$ cat config.mk
export PLATFORM = sky130hd
export DESIGN_NAME = conv_1st_collect
export DESIGN_NICKNAME = d
export VERILOG_FILES = /design/src/rtl/conv_1st_pkg.sv /design/src/rtl/conv_1st_fifo.sv /design/src/rtl/conv_1st_collect.sv
export SDC_FILE = /design/constraint.sdc
export NUM_CORES = 1
export LEC_CHECK = 0
export ABC_AREA = 1
export CAP_MARGIN = 10
export CORE_AREA = 2 2 173 158
export DETAILED_ROUTE_END_ITERATION = 10
export DIE_AREA = 0 0 175 160
export HOLD_SLACK_MARGIN = 0.08
export PLACE_DENSITY_LB_ADDON = 0.25
export RECOVER_POWER = 100
export SYNTH_ARGS = -nofsm -noshare
export SYNTH_HDL_FRONTEND = slang
export SYNTH_HIERARCHICAL = 1
export SYNTH_SLANG_ARGS = --single-unit
$ cat constraint.sdc
create_clock -name clk -period 11.04 [get_ports clk]
set_clock_uncertainty 0.1 [all_clocks]
set_input_delay 2.76 -clock clk [delete_from_list [all_inputs] [get_ports clk]]
set_output_delay 2.76 -clock clk [all_outputs]
set_load 0.01 [all_outputs]
$ cat src/rtl/conv_1st_pkg.sv
// Shared definitions for the first-layer convolution result path.
package conv_1st_pkg;

    typedef enum logic [1:0] {
        ST_IDLE  = 2'd0,
        ST_RUN   = 2'd1,
        ST_DRAIN = 2'd2
    } state_e;

    localparam int unsigned ADDR_W = 8;
    localparam int unsigned WN_W   = 5;

    // ReLU, arithmetic right shift by sh (truncating), saturate to 0..255.
    function automatic logic [7:0] relu_quant(input logic signed [31:0] x,
                                              input int unsigned        sh);
        logic signed [31:0] v;
        v = x >>> sh;
        if (x < 0) begin
            return 8'd0;
        end
        if (v > 32'sd255) begin
            return 8'hFF;
        end
        return v[7:0];
    endfunction

endpackage

$ cat src/rtl/conv_1st_fifo.sv
// Synchronous show-ahead FIFO with registered occupancy count.
module conv_1st_fifo #(
    parameter int unsigned DEPTH = 4,
    parameter int unsigned W     = 40
) (
    input  logic         clk,
    input  logic         rst,
    input  logic         push,
    input  logic         pop,
    input  logic [W-1:0] wdata,
    output logic [W-1:0] rdata,
    output logic         full,
    output logic         empty
);

    localparam int unsigned PW = (DEPTH > 1) ? $clog2(DEPTH) : 1;
    localparam int unsigned CW = $clog2(DEPTH + 1);

    logic [W-1:0]  mem_q [DEPTH];
    logic [W-1:0]  mem_d [DEPTH];
    logic [PW-1:0] wr_ptr_q, wr_ptr_d;
    logic [PW-1:0] rd_ptr_q, rd_ptr_d;
    logic [CW-1:0] count_q, count_d;
    logic          wr_en, rd_en;

    assign full  = (count_q == CW'(DEPTH));
    assign empty = (count_q == '0);
    assign rd_en = pop && !empty;
    // A pop in the same cycle frees the slot, so a push at full is still accepted.
    assign wr_en = push && (!full || rd_en);
    assign rdata = empty ? '0 : mem_q[rd_ptr_q];

    // Next-state for storage, pointers and count.
    always_comb begin
        mem_d    = mem_q;
        wr_ptr_d = wr_ptr_q;
        rd_ptr_d = rd_ptr_q;
        count_d  = count_q;
        if (wr_en) begin
            mem_d[wr_ptr_q] = wdata;
            wr_ptr_d        = wr_ptr_q + 1'b1;
        end
        if (rd_en) begin
            rd_ptr_d = rd_ptr_q + 1'b1;
        end
        case ({wr_en, rd_en})
            2'b10:   count_d = count_q + 1'b1;
            2'b01:   count_d = count_q - 1'b1;
            default: count_d = count_q;
        endcase
    end

    // State registers.
    always_ff @(posedge clk or posedge rst) begin
        if (rst) begin
            for (int unsigned i = 0; i < DEPTH; i++) begin
                mem_q[i] <= '0;
            end
            wr_ptr_q <= '0;
            rd_ptr_q <= '0;
            count_q  <= '0;
        end else begin
            mem_q    <= mem_d;
            wr_ptr_q <= wr_ptr_d;
            rd_ptr_q <= rd_ptr_d;
            count_q  <= count_d;
        end
    end

endmodule

$ cat src/rtl/conv_1st_collect.sv
// Collects systolic-array lane sums, requantizes, packs, tags and queues them.
module conv_1st_collect import conv_1st_pkg::*; #(
    parameter int unsigned LANES = 4,
    parameter int unsigned DW    = 16,
    parameter int unsigned SHIFT = 6,
    parameter int unsigned MAPS  = 32,
    parameter int unsigned BEATS = 2,
    parameter int unsigned DEPTH = 4
) (
    input  logic                clk,
    input  logic                rst,
    input  logic                valid_i,
    input  logic [WN_W-1:0]     weight_num,
    input  logic [LANES*DW-1:0] psum_i,
    output logic                m_valid,
    input  logic                m_ready,
    output logic [LANES*8-1:0]  m_data,
    output logic [ADDR_W-1:0]   m_addr,
    output logic                busy,
    output logic                done,
    output logic                overflow
);

    localparam int unsigned BW = (BEATS > 1) ? $clog2(BEATS) : 1;
    localparam int unsigned FW = LANES * 8 + ADDR_W;

    state_e               state_q, state_d;
    logic [BW-1:0]        beat_q, beat_d;
    logic [WN_W-1:0]      last_wn_q, last_wn_d;
    logic                 have_last_q, have_last_d;
    logic                 s1_valid_q, s1_valid_d;
    logic [LANES*8-1:0]   s1_data_q, s1_data_d;
    logic [ADDR_W-1:0]    s1_addr_q, s1_addr_d;
    logic                 overflow_q, overflow_d;

    logic [BW-1:0]        beat_cur;
    logic [LANES*8-1:0]   packed_w;
    logic                 last_beat;
    logic                 frame_end;
    logic                 fifo_full, fifo_empty;
    logic [FW-1:0]        fifo_rdata;

    // Per-lane ReLU + requantization into the packed output word.
    always_comb begin
        packed_w = '0;
        for (int unsigned k = 0; k < LANES; k++) begin
            packed_w[k*8 +: 8] = relu_quant(32'($signed(psum_i[k*DW +: DW])), SHIFT);
        end
    end

    // Beat index for the current strobe: restarts on a new map, else wraps.
    always_comb begin
        beat_cur = '0;
        if (have_last_q && (weight_num == last_wn_q)) begin
            beat_cur = (beat_q == BW'(BEATS - 1)) ? '0 : beat_q + 1'b1;
        end
        last_beat = (weight_num == WN_W'(MAPS - 1)) && (beat_cur == BW'(BEATS - 1));
        // A strobe arriving in the final cycle would refill stage 1, so it holds off completion.
        frame_end = (state_q == ST_DRAIN) && fifo_empty && !s1_valid_q && !valid_i;
    end

    // Stage-1 capture, beat tracking and sticky overflow.
    always_comb begin
        beat_d      = beat_q;
        last_wn_d   = last_wn_q;
        have_last_d = have_last_q;
        s1_valid_d  = valid_i;
        s1_data_d   = s1_data_q;
        s1_addr_d   = s1_addr_q;
        overflow_d  = overflow_q | (s1_valid_q && fifo_full && !m_ready);
        if (valid_i) begin
            beat_d      = beat_cur;
            last_wn_d   = weight_num;
            have_last_d = 1'b1;
            s1_data_d   = packed_w;
            s1_addr_d   = ADDR_W'(weight_num) * ADDR_W'(BEATS) + ADDR_W'(beat_cur);
        end
        if (frame_end) begin
            have_last_d = 1'b0;
        end
    end

    // Frame FSM next state.
    always_comb begin
        state_d = state_q;
        case (state_q)
            ST_IDLE:  if (valid_i) state_d = last_beat ? ST_DRAIN : ST_RUN;
            ST_RUN:   if (valid_i && last_beat) state_d = ST_DRAIN;
            ST_DRAIN: if (frame_end) state_d = ST_IDLE;
            default:  state_d = ST_IDLE;
        endcase
    end

    // State registers.
    always_ff @(posedge clk or posedge rst) begin
        if (rst) begin
            state_q     <= ST_IDLE;
            beat_q      <= '0;
            last_wn_q   <= '0;
            have_last_q <= 1'b0;
            s1_valid_q  <= 1'b0;
            s1_data_q   <= '0;
            s1_addr_q   <= '0;
            overflow_q  <= 1'b0;
        end else begin
            state_q     <= state_d;
            beat_q      <= beat_d;
            last_wn_q   <= last_wn_d;
            have_last_q <= have_last_d;
            s1_valid_q  <= s1_valid_d;
            s1_data_q   <= s1_data_d;
            s1_addr_q   <= s1_addr_d;
            overflow_q  <= overflow_d;
        end
    end

    conv_1st_fifo #(
        .DEPTH (DEPTH),
        .W     (FW)
    ) u_fifo (
        .clk   (clk),
        .rst   (rst),
        .push  (s1_valid_q),
        .pop   (m_ready),
        .wdata ({s1_addr_q, s1_data_q}),
        .rdata (fifo_rdata),
        .full  (fifo_full),
        .empty (fifo_empty)
    );

    assign m_valid  = !fifo_empty;
    assign m_data   = fifo_rdata[LANES*8-1:0];
    assign m_addr   = fifo_rdata[FW-1 -: ADDR_W];
    assign busy     = (state_q != ST_IDLE);
    assign done     = frame_end;
    assign overflow = overflow_q;

endmodule

* Word-level counts from Yosys, hierarchy flattened
Index checks and enable logic that the tools add are counted.
Cells by class: add/sub/neg operators 6, $lt $le $gt $ge 11, equality and inequality tests 10, mux-type cells 45, bitwise gates (word level) 3, reduce and logical (&&, ||, !) cells 23
Operator list (number):
- $bwmux 160 | 1
- $mux 40 | 4
- $mux 8 | 16
- $bmux 40 s2 | 1
- $demux 40 s2 | 1
- $lt 16x1->1 const B | 4
- $gt 10x9->1 const B | 4
- $mux 1 | 16
- $logic_and 1x1->1 | 11
- $mux 2 | 4
- $add 6x1->7 | 1
- $ge 3x3->1 const B | 2
- $ne 2x2->1 const B | 3
- $not 2->3 | 2
- $pmux 2 s3 | 1
- $pmux 3 s2 | 1
- $reduce_bool 2->1 | 3
- $eq 5x5->1 | 1
- $eq 5x5->1 const B | 1
- $logic_not 1->1 | 5
- $add 2x1->2 const B | 2
- $eq 2x1->1 const B | 2
- $eq 2x2->1 const B | 2
- $add 3x1->3 const B | 1
- 9 further kinds | 9
Word-level totals: register bits 218, input bits 73, output and inout bits 44, logic and storage cells 113

* Longest topological paths before layout
Gate-level depths: netlist of run 1.
word-level depth 7, gate-level depth with buffers 11, depth with buffers taken out 11

* By module
Netlist of run 1, hierarchy kept.
Modules (own cells, without submodules):
- conv_1st_fifo | instances 1, cells each 1114, area an instance 8419.3 sq um, seq. area each 4179.0 sq um
- conv_1st_collect | instances 1, cells each 215, area an instance 1930.6 sq um, seq. area each 1076.0 sq um

* Worst setup path after synthesis of run 1
No wires, ideal clock.
path kind in2out, from in valid_i, to out done, data arrival time 3.156 ns, required time 8.180 ns, slack 5.024 ns, cell stages on the path 3, buffers on the path 0, cells stage by stage inv_2 -> nand3b_1 -> nor3b_2
On the way: longest elaborated chain between the ends 2
Ends and longest elaborated chain:
- start: declaration | RTL line conv_1st_collect.sv:12 | input logic valid_i,
- $logic_not 1->1 | RTL line conv_1st_collect.sv:59 | frame_end = (state_q == ST_DRAIN) && fifo_empty && !s1_valid_q && !valid_i;
- $logic_and 1x1->1 | RTL line conv_1st_collect.sv:59
- end: declaration | RTL line conv_1st_collect.sv:20 | output logic done,
Every way passes these cells.

* Worst setup path after layout of run 1
from reg u_fifo.rd_ptr_q[0], to out m_addr[1]
On the way: longest elaborated chain between the ends 5
Ends and longest elaborated chain:
- start: declaration | RTL line conv_1st_fifo.sv:22 | logic [PW-1:0] rd_ptr_q, rd_ptr_d;
- start signal: assignment | RTL line conv_1st_fifo.sv:65 | rd_ptr_q <= rd_ptr_d;
- $not 2->3 (implied by the code) | RTL line conv_1st_fifo.sv:31 | assign rdata = empty ? '0 : mem_q[rd_ptr_q];
- $bmux 40 s2 | RTL line conv_1st_fifo.sv:31
- $mux 40 (implied by the code) (2 in a row) | RTL line conv_1st_fifo.sv:31
- $mux 40 | RTL line conv_1st_fifo.sv:31
- end: declaration | RTL line conv_1st_collect.sv:18 | output logic [ADDR_W-1:0] m_addr,
Every way passes these cells. The select of a mux whose other input is x is not followed.

==> out/metrics.yaml, run 1 <==
yosys:
  async_flop_share_pct: 100
  yosys_warnings: 6
  ys_ff_latch: 210
  synth_area_um2: 10300
  netlist_instances: 1329
  avgSynthCellArea_um2: 7.79
  yosysUniqueCellTypes: 30
  synth_edf_count: 0
  ys.flop_type: "dfrtp_1"
  yosysSeqAreaShare_pct: 50.8
clock_tree:
  cts.htree.levels: 1
  numCtsBuffers: 24
  holdBufCountCts: 0
  post_cts_buffers: 0
  cts_root_buffer: "clkbuf_16"
  clk_pin_slew_worst_paths_ns: 0.06
  cts_tree: "done"
  clk_latency_ns: 0.52
  postCtsResizedCells: 0
  cts.path.max_buffers: 3
  numClockSinks: 210
grt:
  overflow: 0
  grt_pass1_vias: 8909
  grt_max_degree: 97
  grt_pass1_wl_um: 47900
  antenna_found_initial: 0
  grt_use_total_pct: 20.9
route:
  final_antenna_net_count: 0
  drc: 0
  drtIter0Drc: 852
  wirelength_um: 29100
  wire_per_inst_um: 16.7
  vias_per_cell: 5.23
  first_pass_iters: 5
  num_vias: 9072
pwr:
  vdd_drop_max_uv: 118
  power_mw: 3.56
  power_density_nw_per_um2: 294
  leakage_nw: 6.13
floorplan:
  die_h_um: 160
  die_w_um: 175
  initial_core_util_pct: 39.1
  ios: 117
  die_area_um2: 28000
  core_area_um2: 26500
  rows: 57
timing:
  finalSetupViolCount: 0
  relSlewSlack_pct: -188
  hold_violations: 0
  tns_ns: 0
  min_period_ns: 9.24
  fin_crit_sh_pct: 83.7
  drv_slew: 412
  tightest_slew_ns: 4.30
  fin_ws_ns: 1.80
  fmax_mhz: 108
  rsz0062_at_grt: "false"
flow_run:
  max-cap-violations: 7
final_layout:
  antennaDiodeCount: 0
  fill_cells: 2623
  layout.nets: 1444
  drive_gt1_share_pct: 4.41
  area_growth_pct: 16.9
  stdcell_count: 1736
placement:
  io_buffers: 92
  place_ws_ns: 2.99
  finalWeightedCongestion: 0.723
  place_inst: 1693
  dp_hpwl_um: 15200
worst_setup_path:
  crit_arrival_ns: 6.38
  crit_required_ns: 8.18
  critPathLaunchType: "flop"
  crit_type: "flop to primary output"
  cp-end-kind: "primary output"
  critPathMaxFanout: 82
worst_hold_path:
  worstHoldPathType: "flop to flop"
status:
  violations: "max-capacitance violations, max-slew violations"
  outcome: "finished with violations"
synth_stat cells (2+ instances only):
master,n,area [um2]
inv_2,3,11.3
nand3_2,3,30.0
nor2_1,86,323
a21oi_1,41,205
nand3b_1,2,15.0
buf_2,46,230
clkbuf_1,39,146
inv_1,24,90.1
dfrtp_1,210,5260
o21ai_0,48,240
xnor2_1,2,17.5
nand4_1,161,1010
o21ai_1,33,165
nor2_2,3,18.8
xor2_1,4,35.0
ha_1,5,62.6
buf_1,12,45.0
buf_6,4,45.0
nand2_1,577,2170
nor2_8,4,80.1
nand3_1,9,45.0
buf_4,5,37.5
state kept, by name, indices dropped and copies added (netlist names):
name,count
u_fifo/mem_q,160
s1_data_q,32
last_wn_q,4
u_fifo/count_q,3
s1_addr_q,2
state_q,2
u_fifo/rd_ptr_q,2
u_fifo/wr_ptr_q,2
have_last_q,1
overflow,1
s1_valid_q,1
area by class of cell:
class / count / area, um2 / share of cell area, %
clock buffer: 38 / 754 / 6.23
clock inverter: 5 / 80.1 / 0.662
inverter: 27 / 105 / 0.868
multi-input combinational: 993 / 4440 / 36.7
sequential: 210 / 5260 / 43.5
tap: 354 / 443 / 3.66
timing repair buffer: 109 / 1020 / 8.46
cells by family after synthesis:
| family | Yosys count | share of synthesized area (%) |
|---|---|---|
| adder cells (fa/ha/maj) | 6 | 0.798 |
| buffers and inverters | 133 | 5.85 |
| flip-flops | 210 | 50.8 |
| other | 1 | 0.0362 |
| AND/OR/NAND/NOR | 850 | 36.1 |
| AO/OA/AOI/OAI | 123 | 5.97 |
| XOR/XNOR | 6 | 0.508 |
final timing paths:
| path | endpoint | start | slack, ns | depth (start not counted) |
|---|---|---|---|---|
| worst max-delay path | m_addr[1] | u_fifo/rd_ptr_q[0]$_DFFE_PP0P_ | 1.80 | 6 |
| worst min-delay path | u_fifo/mem_q[5]$_DFFE_PP0P_ | u_fifo/mem_q[5]$_DFFE_PP0P_ | 0.36 | 2 |
| worst max register to register | u_fifo/mem_q[39]$_DFFE_PP0P_ | u_fifo/count_q[1]$_DFFE_PP0P_ | 4.65 | 7 |
| worst min register to register | u_fifo/mem_q[5]$_DFFE_PP0P_ | u_fifo/mem_q[5]$_DFFE_PP0P_ | 0.36 | 2 |
| max in group asynchronous | u_fifo/rd_ptr_q[0]$_DFFE_PP0P_ | rst | 4.58 | 3 |
| min in group asynchronous | s1_data_q[10]$_DFFE_PP0P_ | rst | 3.61 | 3 |
metrics by stage:
stage	util [%]	area, um2	hold slack [ns]
floorplan	-	10400	0.337
global placement	43.0	11400	0.348
detailed placement	43.0	11400	0.353
CTS	46.2	12200	0.367
global route	45.7	12100	0.377
finish	45.7	12100	0.364
cell usage in the layout (no fill, tap or decap), types with 4 or more instances in the layout:
master           netlist  layout
a21oi_1               41      41
clkbuf_16              0      25
nand2_1              577     577
xor2_1                 4       4
conb_1                 1       8
inv_1                 24      22
dfrtp_1              210     208
o21ai_0               48      76
dlygate4sd3_1          0      27
nand3_1                9      11
clkbuf_1              39      11
buf_4                  5      10
o21ai_1               33       5
nor2_1                86      90
clkbuf_8               0       8
ha_1                   5       5
nand4_1              161     161
clkdlybuf4s50_1        0      65
per-layer routing:
layer | track usage (%) | vias to the layer above | part of all wire (%)
li1 | - | 4436 | -
met1 | 30.3 | 4367 | 47
met2 | 34.0 | 238 | 46
met3 | 2.45 | 31 | 5.0
met4 | 3.79 | 0 | 1.4
met5 | 0 | - | 0
power by group:
| part | switching (mW) | internal, mW | total, mW |
|---|---|---|---|
| sequential | 0.179 | 1.08 | 1.26 |
| clock | 0.314 | 0.513 | 0.827 |
| combinational | 0.935 | 0.541 | 1.48 |
| total | 1.43 | 2.13 | 3.56 |
worst max-delay path: stages, from the launching register on:
cell and delay, ns:
dfrtp_2 0.34, clkbuf_2 1.48, clkinvlp_2 2.21, buf_4 0.80
o21ai_0 0.23, a21oi_1 0.14, clkdlybuf4s50_1 0.62
(Power assumes the default switching activity.)
==> run 2, diff against run 1 <==
==> constraint.sdc (replaced) <==
create_clock -name clk -period 8.43 [get_ports clk]
set_clock_uncertainty 0.1 [all_clocks]
set_input_delay 2.1075 -clock clk [delete_from_list [all_inputs] [get_ports clk]]
set_output_delay 2.1075 -clock clk [all_outputs]
set_load 0.01 [all_outputs]
==> run 2 against run 1 <==
  * The flow still finishes with violations (max-capacitance violations, max-slew violations)
  * Core utilization fell by 0.11 points
  * Clock power rose by 19%
  * Via count rose by 0.22%
  * Flip-flop and latch count did not move
==> out/metrics.yaml, run 2 (synthesized netlist as in run 1, its figures left out) <==
status:
  outcome: "finished with violations"
  violations: "max-capacitance violations, max-slew violations"
worst_hold_path:
  worstHoldStart: "u_fifo/mem_q[31]$_DFFE_PP0P_"
  worstHoldPathType: "flop to flop"
pwr:
  p_seq_share_pct: 36.3  # +1.0 points
  leakage_nw: 6.17  # +0.60%
  p_sw_share_pct: 41.2  # +1.0 points
  combinationalPowerShare_pct: 42.0  # +0.5 points
  power_density_nw_per_um2: 374  # +27%
  power.switching_mw: 1.86  # +30%
  pwr-share-clk_pct: 21.7  # -1.5 points
  vdd_drop_max_uv: 170  # +44%
  p_int_mw: 2.66  # +25%
worst_setup_path:
  crit_arrival_ns: 4.30  # -2.08 ns
  crit_required_ns: 6.22  # -1.96 ns
  cp-startpoint: "u_fifo/count_q[1]$_DFFE_PP0P_"
  critPathCapture: "m_addr[7]"
  reg2regPathDepth: 4  # -3
  r2r_setup_slack_ns: 3.84  # -0.81 ns
  cp-end-kind: "primary output"
  r2r_start: "u_fifo/count_q[2]$_DFFE_PP0P_"
  critPathMaxFanout: 41  # -50%
  critPathLaunchType: "flop"
  crit_type: "flop to primary output"
  regToRegEndpoint: "u_fifo/mem_q[109]$_DFFE_PP0P_"
grt:
  antenna_found_initial: 0  # unchanged
  grt_max_degree: 98  # +1.0%
  grt_pass1_vias: 8783  # -1.4%
  overflow: 0  # unchanged
  grt_use_total_pct: 21.1  # +0.20 points
  grt_pass1_wl_um: 48300  # +0.84%
clock_tree:
  cts_root_buffer: "clkbuf_16"
  cts.path.max_buffers: 3  # unchanged
  post_cts_buffers: 0  # unchanged
  postCtsResizedCells: 0  # unchanged
  numClockSinks: 210  # unchanged
  numCtsBuffers: 24  # unchanged
  cts_tree: "done"
  holdBufCountCts: 0  # unchanged
  clk_pin_slew_worst_paths_ns: 0.05  # about the same
  clk_latency_ns: 0.51  # about the same
  cts.htree.levels: 1  # unchanged
flow_run:
  max-cap-violations: 8  # +1
timing:
  rsz0062_at_grt: "false"
  tightest_slew_ns: 4.29  # -0.00578 ns
  finalSetupViolCount: 0  # unchanged
  fmax_mhz: 154
  drv_slew: 395  # -4.1%
  fin_ws_ns: 1.92  # +0.120 ns
  hold_violations: 0  # unchanged
  holdWs_ns: 0.362  # -0.00171 ns
  fin_crit_sh_pct: 77.2
  min_period_ns: 6.51
  tns_ns: 0  # unchanged
  relSlewSlack_pct: -188  # +0.39 points
floorplan:
  die_h_um: 160  # unchanged
  rows: 57  # unchanged
  core_area_um2: 26500  # unchanged
  die_area_um2: 28000  # unchanged
  ios: 117  # unchanged
  die_w_um: 175  # unchanged
  initial_core_util_pct: 39.1  # unchanged
route:
  wirelength_um: 29000  # about the same
  drtIter0Drc: 694  # -19%
  num_vias: 9092  # +0.22%
  vias_per_cell: 5.25  # +0.39%
  final_antenna_net_count: 0  # unchanged
  first_pass_iters: 5  # unchanged
  drc: 0  # unchanged
  wire_per_inst_um: 16.7  # about the same
placement:
  finalWeightedCongestion: 0.713  # -1.5%
  dpl_cell_area_um2: 11400  # unchanged
  io_buffers: 92  # unchanged
  dp_hpwl_um: 14900  # -2.0%
  place_ws_ns: 2.35  # -0.640 ns
final_layout:
  most-common-layout-cells: "577 x nand2_1, 208 x dfrtp_1, 161 x nand4_1"
  regMostFlops: "u_fifo/mem_q"
  area_growth_pct: 16.6
  antennaDiodeCount: 0  # unchanged
  final_common_cell: "nand2_1"
  reg_top3: "u_fifo/mem_q: 160 flops, s1_data_q: 32 flops, last_wn_q: 4 flops"
  largest_reg_flops: 160  # unchanged
  layout.nets: 1444  # unchanged
  fill_cells: 2638  # +0.57%
  drive_gt1_share_pct: 4.35  # -0.063 points
  final_area_um2: 12100  # -0.25%
-- run 2: cell count changes in the layout (fill, tap and decap cells not counted), moves of 4 or more --
cell / before / now
o21ai_1: 5 / 25
dlygate4sd3_1: 27 / 46
clkdlybuf4s50_1: 65 / 46
clkinv_2: 2 / 6
clkbuf_8: 8 / 4
nor2_1: 90 / 86
o21ai_0: 76 / 56
nor2_8: 0 / 4
-- run 2: worst min-delay path by stage --
| stage | slack (ns) | cells after the start | to |
|---|---|---|---|
| 6_report | 0.36 | 2 | u_fifo/mem_q[31]$_DFFE_PP0P_ |
| 2_1_floorplan | 0.34 | 2 | u_fifo/mem_q[0]$_DFFE_PP0P_ |
| 3_3_place_gp | 0.35 | 2 | u_fifo/mem_q[18]$_DFFE_PP0P_ |
| 3_5_place_dp | 0.35 | 2 | u_fifo/mem_q[39]$_DFFE_PP0P_ |
| 5_1_grt | 0.38 | 2 | u_fifo/mem_q[15]$_DFFE_PP0P_ |
| 4_1_cts | 0.37 | 2 | u_fifo/mem_q[39]$_DFFE_PP0P_ |
-- run 2: critical path: stages, from the launching register on --
cell	delay [ns]
dfrtp_1	0.41
nor2_2	0.19
nand2_1	0.10
inv_1	0.09
clkbuf_1	1.90
a21oi_1	0.32
dlygate4sd3_1	0.77
-- run 2: routing by layer --
layer	vias up	wire, um	global-route usage (%)
met5	-	0	0
met4	0	457	4.58
li1	4424	-	-
met2	254	13300	33.0
met1	4383	13600	31.3
met3	31	1670	2.64
-- run 2: power groups by stage --
| stage | registers (mW) | logic, mW | clock network (mW) |
|---|---|---|---|
| 5_1_grt | 1.69 | 2.14 | 1.04 |
| 4_1_cts | 1.64 | 1.99 | 1.00 |
| 3_3_place_gp | 1.64 | 1.95 | 0 |
| 3_5_place_dp | 1.65 | 1.98 | 0 |
| 2_1_floorplan | 1.59 | 1.26 | 0 |
| 6_report | 1.64 | 1.90 | 0.980 |
-- run 2: cell type report --
class,count,area (um2),area share [%]
repair buffers,109,1020,8.44
multi-input cells,993,4510,37.4
well taps,354,443,3.67
clock buffers,35,703,5.83
inverters,27,105,0.871
flip-flops and latches,210,5260,43.6
clock inverters,5,28.8,0.238
-- run 2: per-stage QoR --
step	power (mW)	cells	utilization, %
floorplan	2.85	1336	-
global placement	3.59	1693	43.0
detailed placement	3.63	1693	43.0
CTS	4.62	1733	45.8
global route	4.88	1733	45.6
finish	4.52	1733	45.6
